$ cat config.mk
export PLATFORM = sky130hd
export DESIGN_NAME = mdr_bcd_display
export DESIGN_NICKNAME = d
export VERILOG_FILES = /design/src/rtl/mdr_bcd_pkg.sv /design/src/rtl/bcd_to_seg.sv /design/src/rtl/mdr_bcd_display.sv
export SDC_FILE = /design/constraint.sdc
export NUM_CORES = 1
export LEC_CHECK = 0
export ABC_CLOCK_PERIOD_IN_PS = 2920
export BUFFER_PORTS_ARGS = -buffer_cell sky130_fd_sc_hd__buf_2
export CELL_PAD_IN_SITES_DETAIL_PLACEMENT = 0
export CELL_PAD_IN_SITES_GLOBAL_PLACEMENT = 1
export CORE_ASPECT_RATIO = 0.6
export CORE_MARGIN = 2
export CORE_UTILIZATION = 42
export DETAILED_ROUTE_END_ITERATION = 12
export GPL_ROUTABILITY_DRIVEN = 0
export PLACE_DENSITY = 0.89
export SLEW_MARGIN = 20
export SYNTH_ARGS = -nofsm -noshare
export SYNTH_HDL_FRONTEND = slang
export SYNTH_SLANG_ARGS = --single-unit
$ cat constraint.sdc
create_clock -name clk -period 2.92 [get_ports clk]
set_clock_uncertainty 0.15 [all_clocks]
set_input_delay 0.292 -clock clk [delete_from_list [all_inputs] [get_ports clk]]
set_output_delay 0.292 -clock clk [all_outputs]
set_load 0.01 [all_outputs]
$ cat src/rtl/mdr_bcd_pkg.sv
// Shared types and constants for the BCD display converter.
// MDR_BCD_REMAINDER_EN adds the remainder conversion state.
package mdr_bcd_pkg;

`ifdef MDR_BCD_REMAINDER_EN
  typedef enum logic [1:0] {IDLE, CONV_RES, CONV_REM, DONE} state_t;
`else
  typedef enum logic [1:0] {IDLE, CONV_RES, DONE} state_t;
`endif

  localparam logic [6:0] SEG_BLANK = 7'h7F;
  localparam logic [6:0] SEG_ZERO  = 7'h40;

  // Active-low {g,f,e,d,c,b,a}, index = decimal digit
  localparam logic [9:0][6:0] SEG_TABLE = {
    7'h10, 7'h00, 7'h78, 7'h02, 7'h12,
    7'h19, 7'h30, 7'h24, 7'h79, 7'h40
  };

endpackage

$ cat src/rtl/bcd_to_seg.sv
// One BCD digit to active-low seven-segment pattern, with blanking.
module bcd_to_seg
  import mdr_bcd_pkg::*;
(
  input  logic [3:0] digit,
  input  logic       blank,
  output logic [6:0] seg
);

  always_comb begin
    seg = SEG_BLANK;
    if (!blank && digit <= 4'd9) seg = SEG_TABLE[digit];
  end

endmodule

$ cat src/rtl/mdr_bcd_display.sv
// Double-dabble BCD converter and seven-segment driver for the mul/div/root result.
// Define MDR_BCD_REMAINDER_EN to also convert and present the remainder.
module mdr_bcd_display
  import mdr_bcd_pkg::*;
#(
  parameter int WORD_LENGTH = 16,
  parameter int DIGITS      = 5
) (
  input  logic                     clk,
  input  logic                     reset,
  input  logic                     ready,
  input  logic [WORD_LENGTH-1:0]   result,
  input  logic [WORD_LENGTH-1:0]   remainder,
  input  logic                     sign,
  output logic [4*DIGITS-1:0]      bcd_result,
  output logic [4*DIGITS-1:0]      bcd_remainder,
  output logic [7*DIGITS-1:0]      seg_result,
  output logic                     sign_out,
  output logic                     busy,
  output logic                     done
);

  localparam int CW = (WORD_LENGTH > 1) ? $clog2(WORD_LENGTH) : 1;
  localparam logic [CW-1:0] LAST_STEP = CW'(WORD_LENGTH - 1);
  localparam logic [7*DIGITS-1:0] SEG_RESET = {{(DIGITS-1){SEG_BLANK}}, SEG_ZERO};

  state_t                  state;
  logic                    ready_q;
  logic                    edge_det;
  logic [CW-1:0]           cnt;
  logic                    last;
  logic [WORD_LENGTH-1:0]  bin;
  logic [4*DIGITS-1:0]     bcd;
  logic [4*DIGITS-1:0]     bcd_step;
  logic [4*DIGITS-1:0]     load_res;
  logic                    sign_buf;
  logic [DIGITS-1:0]       blank;
  logic [7*DIGITS-1:0]     seg_next;

  function automatic logic [4*DIGITS-1:0] dabble_adjust(input logic [4*DIGITS-1:0] v);
    logic [4*DIGITS-1:0] r;
    r = v;
    for (int i = 0; i < DIGITS; i++)
      if (v[4*i +: 4] >= 4'd5) r[4*i +: 4] = v[4*i +: 4] + 4'd3;
    return r;
  endfunction

  assign edge_det = ready & ~ready_q;
  assign last     = (cnt == LAST_STEP);
  assign bcd_step = {dabble_adjust(bcd)[4*DIGITS-2:0], bin[WORD_LENGTH-1]};

`ifdef MDR_BCD_REMAINDER_EN
  logic [WORD_LENGTH-1:0] rem_buf;
  logic [4*DIGITS-1:0]    res_buf;
  assign load_res = res_buf;
`else
  logic unused_rem;
  assign unused_rem    = ^remainder;
  assign load_res      = bcd_step;
  assign bcd_remainder = '0;
`endif

  // Segment patterns for the value about to be displayed
  for (genvar i = 0; i < DIGITS; i++) begin : g_seg
    if (i == 0) begin : g_lsd
      assign blank[i] = 1'b0;
    end else begin : g_msd
      assign blank[i] = (load_res[4*DIGITS-1:4*i] == '0);
    end
    bcd_to_seg u_seg (
      .digit (load_res[4*i +: 4]),
      .blank (blank[i]),
      .seg   (seg_next[7*i +: 7])
    );
  end

  // Shift datapath: no reset needed, always loaded before use
  always_ff @(posedge clk) begin
    if (state == IDLE && edge_det) begin
      bin      <= result;
      sign_buf <= sign;
      bcd      <= '0;
`ifdef MDR_BCD_REMAINDER_EN
      rem_buf  <= remainder;
`endif
    end else if (state != IDLE && state != DONE) begin
      bcd <= bcd_step;
      bin <= {bin[WORD_LENGTH-2:0], 1'b0};
`ifdef MDR_BCD_REMAINDER_EN
      if (state == CONV_RES && last) begin
        res_buf <= bcd_step;
        bcd     <= '0;
        bin     <= rem_buf;
      end
`endif
    end
  end

  // Control and double-buffered outputs, loaded on entry to DONE
  always_ff @(posedge clk or negedge reset) begin
    if (!reset) begin
      state      <= IDLE;
      ready_q    <= 1'b0;
      cnt        <= '0;
      busy       <= 1'b0;
      done       <= 1'b0;
      bcd_result <= '0;
      seg_result <= SEG_RESET;
      sign_out   <= 1'b0;
`ifdef MDR_BCD_REMAINDER_EN
      bcd_remainder <= '0;
`endif
    end else begin
      ready_q <= ready;
      done    <= 1'b0;
      case (state)
        IDLE: begin
          if (edge_det) begin
            state <= CONV_RES;
            cnt   <= '0;
            busy  <= 1'b1;
          end
        end
        CONV_RES: begin
          cnt <= cnt + 1'b1;
          if (last) begin
            cnt <= '0;
`ifdef MDR_BCD_REMAINDER_EN
            state <= CONV_REM;
`else
            state      <= DONE;
            done       <= 1'b1;
            bcd_result <= load_res;
            seg_result <= seg_next;
            sign_out   <= sign_buf;
`endif
          end
        end
`ifdef MDR_BCD_REMAINDER_EN
        CONV_REM: begin
          cnt <= cnt + 1'b1;
          if (last) begin
            cnt           <= '0;
            state         <= DONE;
            done          <= 1'b1;
            bcd_result    <= load_res;
            bcd_remainder <= bcd_step;
            seg_result    <= seg_next;
            sign_out      <= sign_buf;
          end
        end
`endif
        DONE: begin
          state <= IDLE;
          busy  <= 1'b0;
        end
        default: state <= IDLE;
      endcase
    end
  end

endmodule

==> results.sh, run 1 <==
export IMPL_clk_latency_ps=350
export IMPL_layout_nets=752
export IMPL_finalCritPeriodShare=0.945
export IMPL_fin_setup_tns_ps=0
export IMPL_drt_pass1_iterations=5
export IMPL_max_vdd_ir_drop_uv=437
export IMPL_cts_setup_buffers=0
export IMPL_hold_start="result[7]"
export IMPL_diodes=0
export IMPL_dp_cells=841
export IMPL_dpl_instance_area_um2=6080
export IMPL_cp_required_ps=3050
export IMPL_routed_wl_um=12400
export IMPL_crit_family="compound AO/OA/AOI/OAI gates"
export IMPL_design_die_area_um2=14200
export IMPL_avgViaCountPerCell=5.10
export IMPL_post_drt_wl_per_cell_um=14.4
export IMPL_drtIter0Drc=318
export IMPL_layout_drive_gt1_share=0.238
export IMPL_status="complete, no violations"
export IMPL_yosys_warnings=0
export IMPL_hold_viol=0
export IMPL_grt_pass1_vias=4204
export IMPL_worstPathArrival_ps=2900
export IMPL_seq_area_frac_synth=0.462
export IMPL_synth_cell_types=68
export IMPL_synth_edf_count=17
export IMPL_cts_buffers=9
export IMPL_p_leak_nw=3.02
export IMPL_ys_async_sr_fraction=0.637
export IMPL_gr_usage_met2=0.270
export IMPL_die_x_um=153
export IMPL_p_per_area_nw_per_um2=1360
export IMPL_drc=0
export IMPL_path_class="flip-flop to flip-flop"
export IMPL_area_delta_synth_final_pct=15.5
export IMPL_hpwl_um=9220
export IMPL_grt_util_met3=0.0514
export IMPL_grt_max_degree=56
export IMPL_final_area_um2=6440
export IMPL_cts_root_buf="clkbuf_16"
export IMPL_use_met1=0.263
export IMPL_clock_fmax_mhz=362
export IMPL_cp_max_fo=7
export IMPL_gr_total_overflow=0
export IMPL_finalCriticalPeriod_ps=2760
export IMPL_reg2reg_from="bcd[0]"
export IMPL_synth_top_cell_by_area="dfrtp_1"
export IMPL_grt_pass1_wl_um=20800
export IMPL_cts_tree="done"
export IMPL_grt_total_usage=0.181
export IMPL_worst_pin_slew_ps=715
export IMPL_rows=32
export IMPL_synth_top_area_share=0.162
export IMPL_slowest_stage="dfxtp_1"
export IMPL_synth_flop_cell="dfrtp_1"
export IMPL_core_area_um2=12900
export IMPL_endpoint_kind="flip-flop"
export IMPL_path_buf_inv=2
export IMPL_crit_path_cell_trace="inv_1 -> ha_1 -> nand2b_1 -> nor3b_1 -> a21oi_2 -> inv_1 -> ha_1 -> o22ai_1 -> a32oi_4 -> o211ai_1 -> o21a_1"
export IMPL_slew_headroom=0.521
export IMPL_busiest_layer="met2"
export IMPL_mappedNetlistArea_um2=5580
export IMPL_synth_seq_cells=102
export IMPL_io_buffer_count=77
export IMPL_clkTransAtPathRegs_ps=70
export IMPL_nFillCells=1190
export IMPL_vias=4387
export IMPL_num_io_pins=114
export IMPL_final_max_slew_violation_count=0
export IMPL_setup_violations=0
export IMPL_syn_inst=606
export IMPL_final_antenna_net_count=0
export IMPL_startpoint="bcd[0]"
export IMPL_h_tree_depth=3
export IMPL_initial_core_util=0.433
export IMPL_max_stage_delay_ps=510
export IMPL_min_path_type="primary input to flip-flop"
export IMPL_die_h_um=93.3
export IMPL_synthTopCellsByArea="dfrtp_1, dfstp_2, nand2_1"
export IMPL_grt_antenna_before_repair=0
export IMPL_critPathLaunchType="flip-flop"
export IMPL_clock_path_buffers=2
export IMPL_max_cap_violations=0
export IMPL_cts_sinks=102
export IMPL_final_cells=860
export IMPL_syn_area_per_cell_um2=9.20
## registers in the layout (all words and copies together) (netlist names)
name,flops
state,2
seg_result,35
cnt,4
done,1
sign_buf,1
bin,16
busy,1
bcd_result,20
bcd,20
sign_out,1
ready_q,1
## area by class of cell
cell class	instances	area, um2	share of cell area
repair buffers	97	543	0.0843
inverters	30	113	0.0175
flip-flops and latches	102	2570	0.399
clock buffers	14	275	0.0427
multi-input cells	445	2690	0.417
well taps	170	213	0.0330
clock inverters	2	37.5	0.00583
## per-stage QoR
step / setup WS [ps] / power [mW] / hold WS [ps] / util
after floorplan: 487 / 6.17 / -154 / -
after global routing: -36.4 / 9.55 / 43.6 / 0.500
after CTS: 92.1 / 8.78 / 36.8 / 0.498
final: 159 / 8.77 / 45.4 / 0.500
after global placement: 230 / 7.30 / -68.2 / 0.472
after detailed placement: 111 / 7.48 / -63.3 / 0.472
## final timing paths
check | to | slack [ps] | cells after the start
worst max-delay path | seg_result[7] | 160 | 11
worst min-delay path | bin[7] | 50 | 3
worst max register to register | seg_result[7] | 160 | 11
worst min register to register | sign_out | 320 | 2
max in group asynchronous | seg_result[22] | 1840 | 3
min in group asynchronous | bcd_result[11] | 110 | 2
## report_power, final
part / internal (mW) / leakage [nW] / total, mW / switching, mW
clock: 0.741 / 0.148 / 1.26 / 0.514
combinational: 1.97 / 1.78 / 4.80 / 2.83
sequential: 2.23 / 1.10 / 2.72 / 0.489
## synth_stat cells (3+ instances only)
| cell | n |
|---|---|
| a21oi_1 | 25 |
| a21oi_2 | 3 |
| a31oi_1 | 14 |
| and3_1 | 3 |
| buf_2 | 8 |
| buf_4 | 21 |
| buf_6 | 3 |
| clkbuf_1 | 15 |
| dfrtp_1 | 36 |
| dfstp_2 | 29 |
| dfxtp_1 | 20 |
| edfxtp_1 | 17 |
| ha_1 | 31 |
| inv_1 | 27 |
| mux2i_1 | 7 |
| nand2_1 | 145 |
| nand2b_1 | 11 |
| nand3_1 | 4 |
| nor2_1 | 32 |
| nor2b_1 | 3 |
| nor3_1 | 4 |
| o211ai_1 | 4 |
| o21a_1 | 7 |
| o21ai_0 | 48 |
| o21ai_1 | 6 |
| o21ai_2 | 3 |
| o22a_1 | 7 |
| o22ai_1 | 9 |
| o31ai_1 | 7 |
| or2_1 | 3 |
| xnor2_1 | 8 |
## cells by family (layout without fill, tap and decap cells)
logic type	count (synthesis)	count (layout)	synth area share
DFF	102	102	0.462
xor gates and xnor gates	9	9	0.0175
and+or+nand+nor	219	219	0.170
other	1	20	0.000672
buffers and inverters	78	143	0.0725
adders and majority gates	31	31	0.0696
AOI/OAI and AO/OA	154	154	0.184
muxes	12	12	0.0245
## tightest hold or removal path, cell delays in order
cell,delay [ps]
buf_2,70
nand2_1,40
nand2_1,40
## layout by cell type, fill, tap and decap left out, drive strengths merged, types with 7 or more instances in the layout
master  count
o22ai       9
inv        29
clkbuf     14
nand2     145
nor2       35
o31ai       7
o21ai      57
xnor2       9
nand2b     12
ha         31
mux2i       8
dfrtp      36
conb       20
a21oi      29
buf        94
dfstp      29
o22a        7
a31oi      14
edfxtp     17
o21a        7
dfxtp      20
## routing by layer
layer  wire, um  up-vias
li1           -     2184
met1       6440     2066
met2       5170      132
met3        755        5
met4         60        0
met5          0        -
## what timing repair did
action                                  in CTS  in global routing
hold buffers                                 3                  0
endpoints found under the setup margin       0                 14
endpoints found under the hold margin       38                  0
resized for setup                            0                  3
Power figures use the tool's default switching activity.
==> run 2: changes to the inputs <==
--- a/config.mk
+++ b/config.mk
@@ -15,6 +15,7 @@
 export DETAILED_ROUTE_END_ITERATION = 12
 export GPL_ROUTABILITY_DRIVEN = 0
 export PLACE_DENSITY = 0.89
+export REMOVE_ABC_BUFFERS = 1
 export SLEW_MARGIN = 20
 export SYNTH_ARGS = -nofsm -noshare
 export SYNTH_HDL_FRONTEND = slang
==> results.sh, run 2 (same netlist as run 1, synthesis figures left out) <==
export IMPL_diodes=0
export IMPL_clock_path_buffers=2
export IMPL_fin_setup_tns_ps=0
export IMPL_hold_path_depth=3
export IMPL_max_flop_register="seg_result"
export IMPL_critPathLaunchType="flip-flop"
export IMPL_status="complete, no violations"
export IMPL_finalCritPeriodShare=0.925
export IMPL_clkTransAtPathRegs_ps=70
export IMPL_drtIter0Drc=332
export IMPL_drc=0
export IMPL_design_die_area_um2=14200
export IMPL_worstPathArrival_ps=2830
export IMPL_avgViaCountPerCell=5.02
export IMPL_path_class="flip-flop to flip-flop"
export IMPL_power_mw=8.64
export IMPL_gr_total_overflow=0
export IMPL_setup_violations=0
export IMPL_final_antenna_net_count=0
export IMPL_slew_headroom=0.548
export IMPL_cp_max_fo=7
export IMPL_cts_sinks=102
export IMPL_grt_pass1_wl_um=20500
export IMPL_layout_drive_gt1_share=0.239
export IMPL_h_tree_depth=3
export IMPL_routed_wl_um=12100
export IMPL_grt_max_degree=66
export IMPL_multi_input_area_um2=2690
export IMPL_reg_top3="seg_result x35, bcd x20, bcd_result x20"
export IMPL_hpwl_um=8730
export IMPL_grt_pass1_vias=4262
export IMPL_nFillCells=1222
export IMPL_max_cap_violations=0
export IMPL_io_buffer_count=77
export IMPL_die_x_um=153
export IMPL_hold_viol=0
export IMPL_whs_ps=50.1
export IMPL_area_delta_synth_final_pct=15.0
export IMPL_post_drt_wl_per_cell_um=14.2
export IMPL_p_leak_nw=3.00
export IMPL_grt_total_usage=0.177
export IMPL_max_vdd_ir_drop_uv=438
export IMPL_worst_pin_slew_ps=676
export IMPL_endpoint_kind="flip-flop"
export IMPL_p_per_area_nw_per_um2=1350
export IMPL_worst_r2r_cell_count=11
export IMPL_cts_tree="done"
export IMPL_rows=32
export IMPL_final_max_slew_violation_count=0
export IMPL_clk_latency_ps=350
export IMPL_num_io_pins=114
export IMPL_rsz0062_at_grt="no"
export IMPL_layout_nets=749
export IMPL_fin_ws_ps=220
export IMPL_largest_reg_flops=35
export IMPL_clock_fmax_mhz=370
export IMPL_post_place_ws_ps=161
export IMPL_min_path_type="primary input to flip-flop"
export IMPL_drt_pass1_iterations=5
export IMPL_vias=4303
export IMPL_die_h_um=93.3
export IMPL_cts_buffers=9
export IMPL_initial_core_util=0.433
export IMPL_layout_commonest_cell="nand2_1"
export IMPL_cts_root_buf="clkbuf_16"
export IMPL_grt_antenna_before_repair=0
export IMPL_finalCriticalPeriod_ps=2700
export IMPL_final_area_um2=6410
export IMPL_core_area_um2=12900
export IMPL_cp_required_ps=3050
export IMPL_mostFrequentLayoutCells="nand2_1, buf_2, o21ai_0"
export IMPL_dpl_instance_area_um2=6080
export IMPL_layout_area_seq_um2=2570
-- run 2: metal layers --
layer  vias to the layer above  global-route usage  wire [um]
met5                         -                   0          0
li1                       2174                   -          -
met4                         0              0.0424         82
met1                      2013               0.248       6100
met2                       108               0.275       5300
met3                         8              0.0491        650
-- run 2: where the power goes --
| group | internal [mW] | switching [mW] | leakage [nW] |
|---|---|---|---|
| Sequential | 2.23 | 0.478 | 1.10 |
| Combinational | 1.96 | 2.81 | 1.78 |
| Clock | 0.588 | 0.560 | 0.133 |
-- run 2: timing repair --
item,in CTS,in global routing
resized for setup,0,3
hold buffers,3,0
endpoints found under the setup margin,0,6
hold endpoints to repair,38,0
setup buffers,0,0
-- run 2: metrics by stage --
| stage | std cells | util |
|---|---|---|
| after detailed placement | 838 | 0.472 |
| after global routing | 857 | 0.498 |
| after global placement | 838 | 0.472 |
| after CTS | 857 | 0.496 |
| after floorplan | 577 | - |
| final | 857 | 0.498 |
-- run 2: final timing paths --
| kind | from | slack (ps) | endpoint |
|---|---|---|---|
| worst max-delay path | bcd[8] | 220 | seg_result[21] |
| worst min-delay path | result[10] | 50 | bin[10] |
| min in group asynchronous | reset | 350 | done |
| worst min register to register | cnt[3] | 320 | cnt[3] |
| max in group asynchronous | reset | 1950 | seg_result[13] |
| worst max register to register | bcd[8] | 220 | seg_result[21] |
-- run 2: final cells by class --
type	count	share of cell area
well taps	170	0.0332
inverters	30	0.0176
clock inverters	7	0.00878
clock buffers	9	0.0351
multi-input cells	445	0.419
flip-flops and latches	102	0.401
repair buffers	94	0.0850
-- run 2: worst max-delay path: stages (launching register included) --
cell      delay, ps
dfxtp_1         370
inv_1           110
ha_1            280
and2b_2         230
nor3_1          220
a21oi_2         110
ha_1            240
nand2_1          70
and4bb_4        260
a21oi_2         290
o211ai_1        170
o21a_1          140
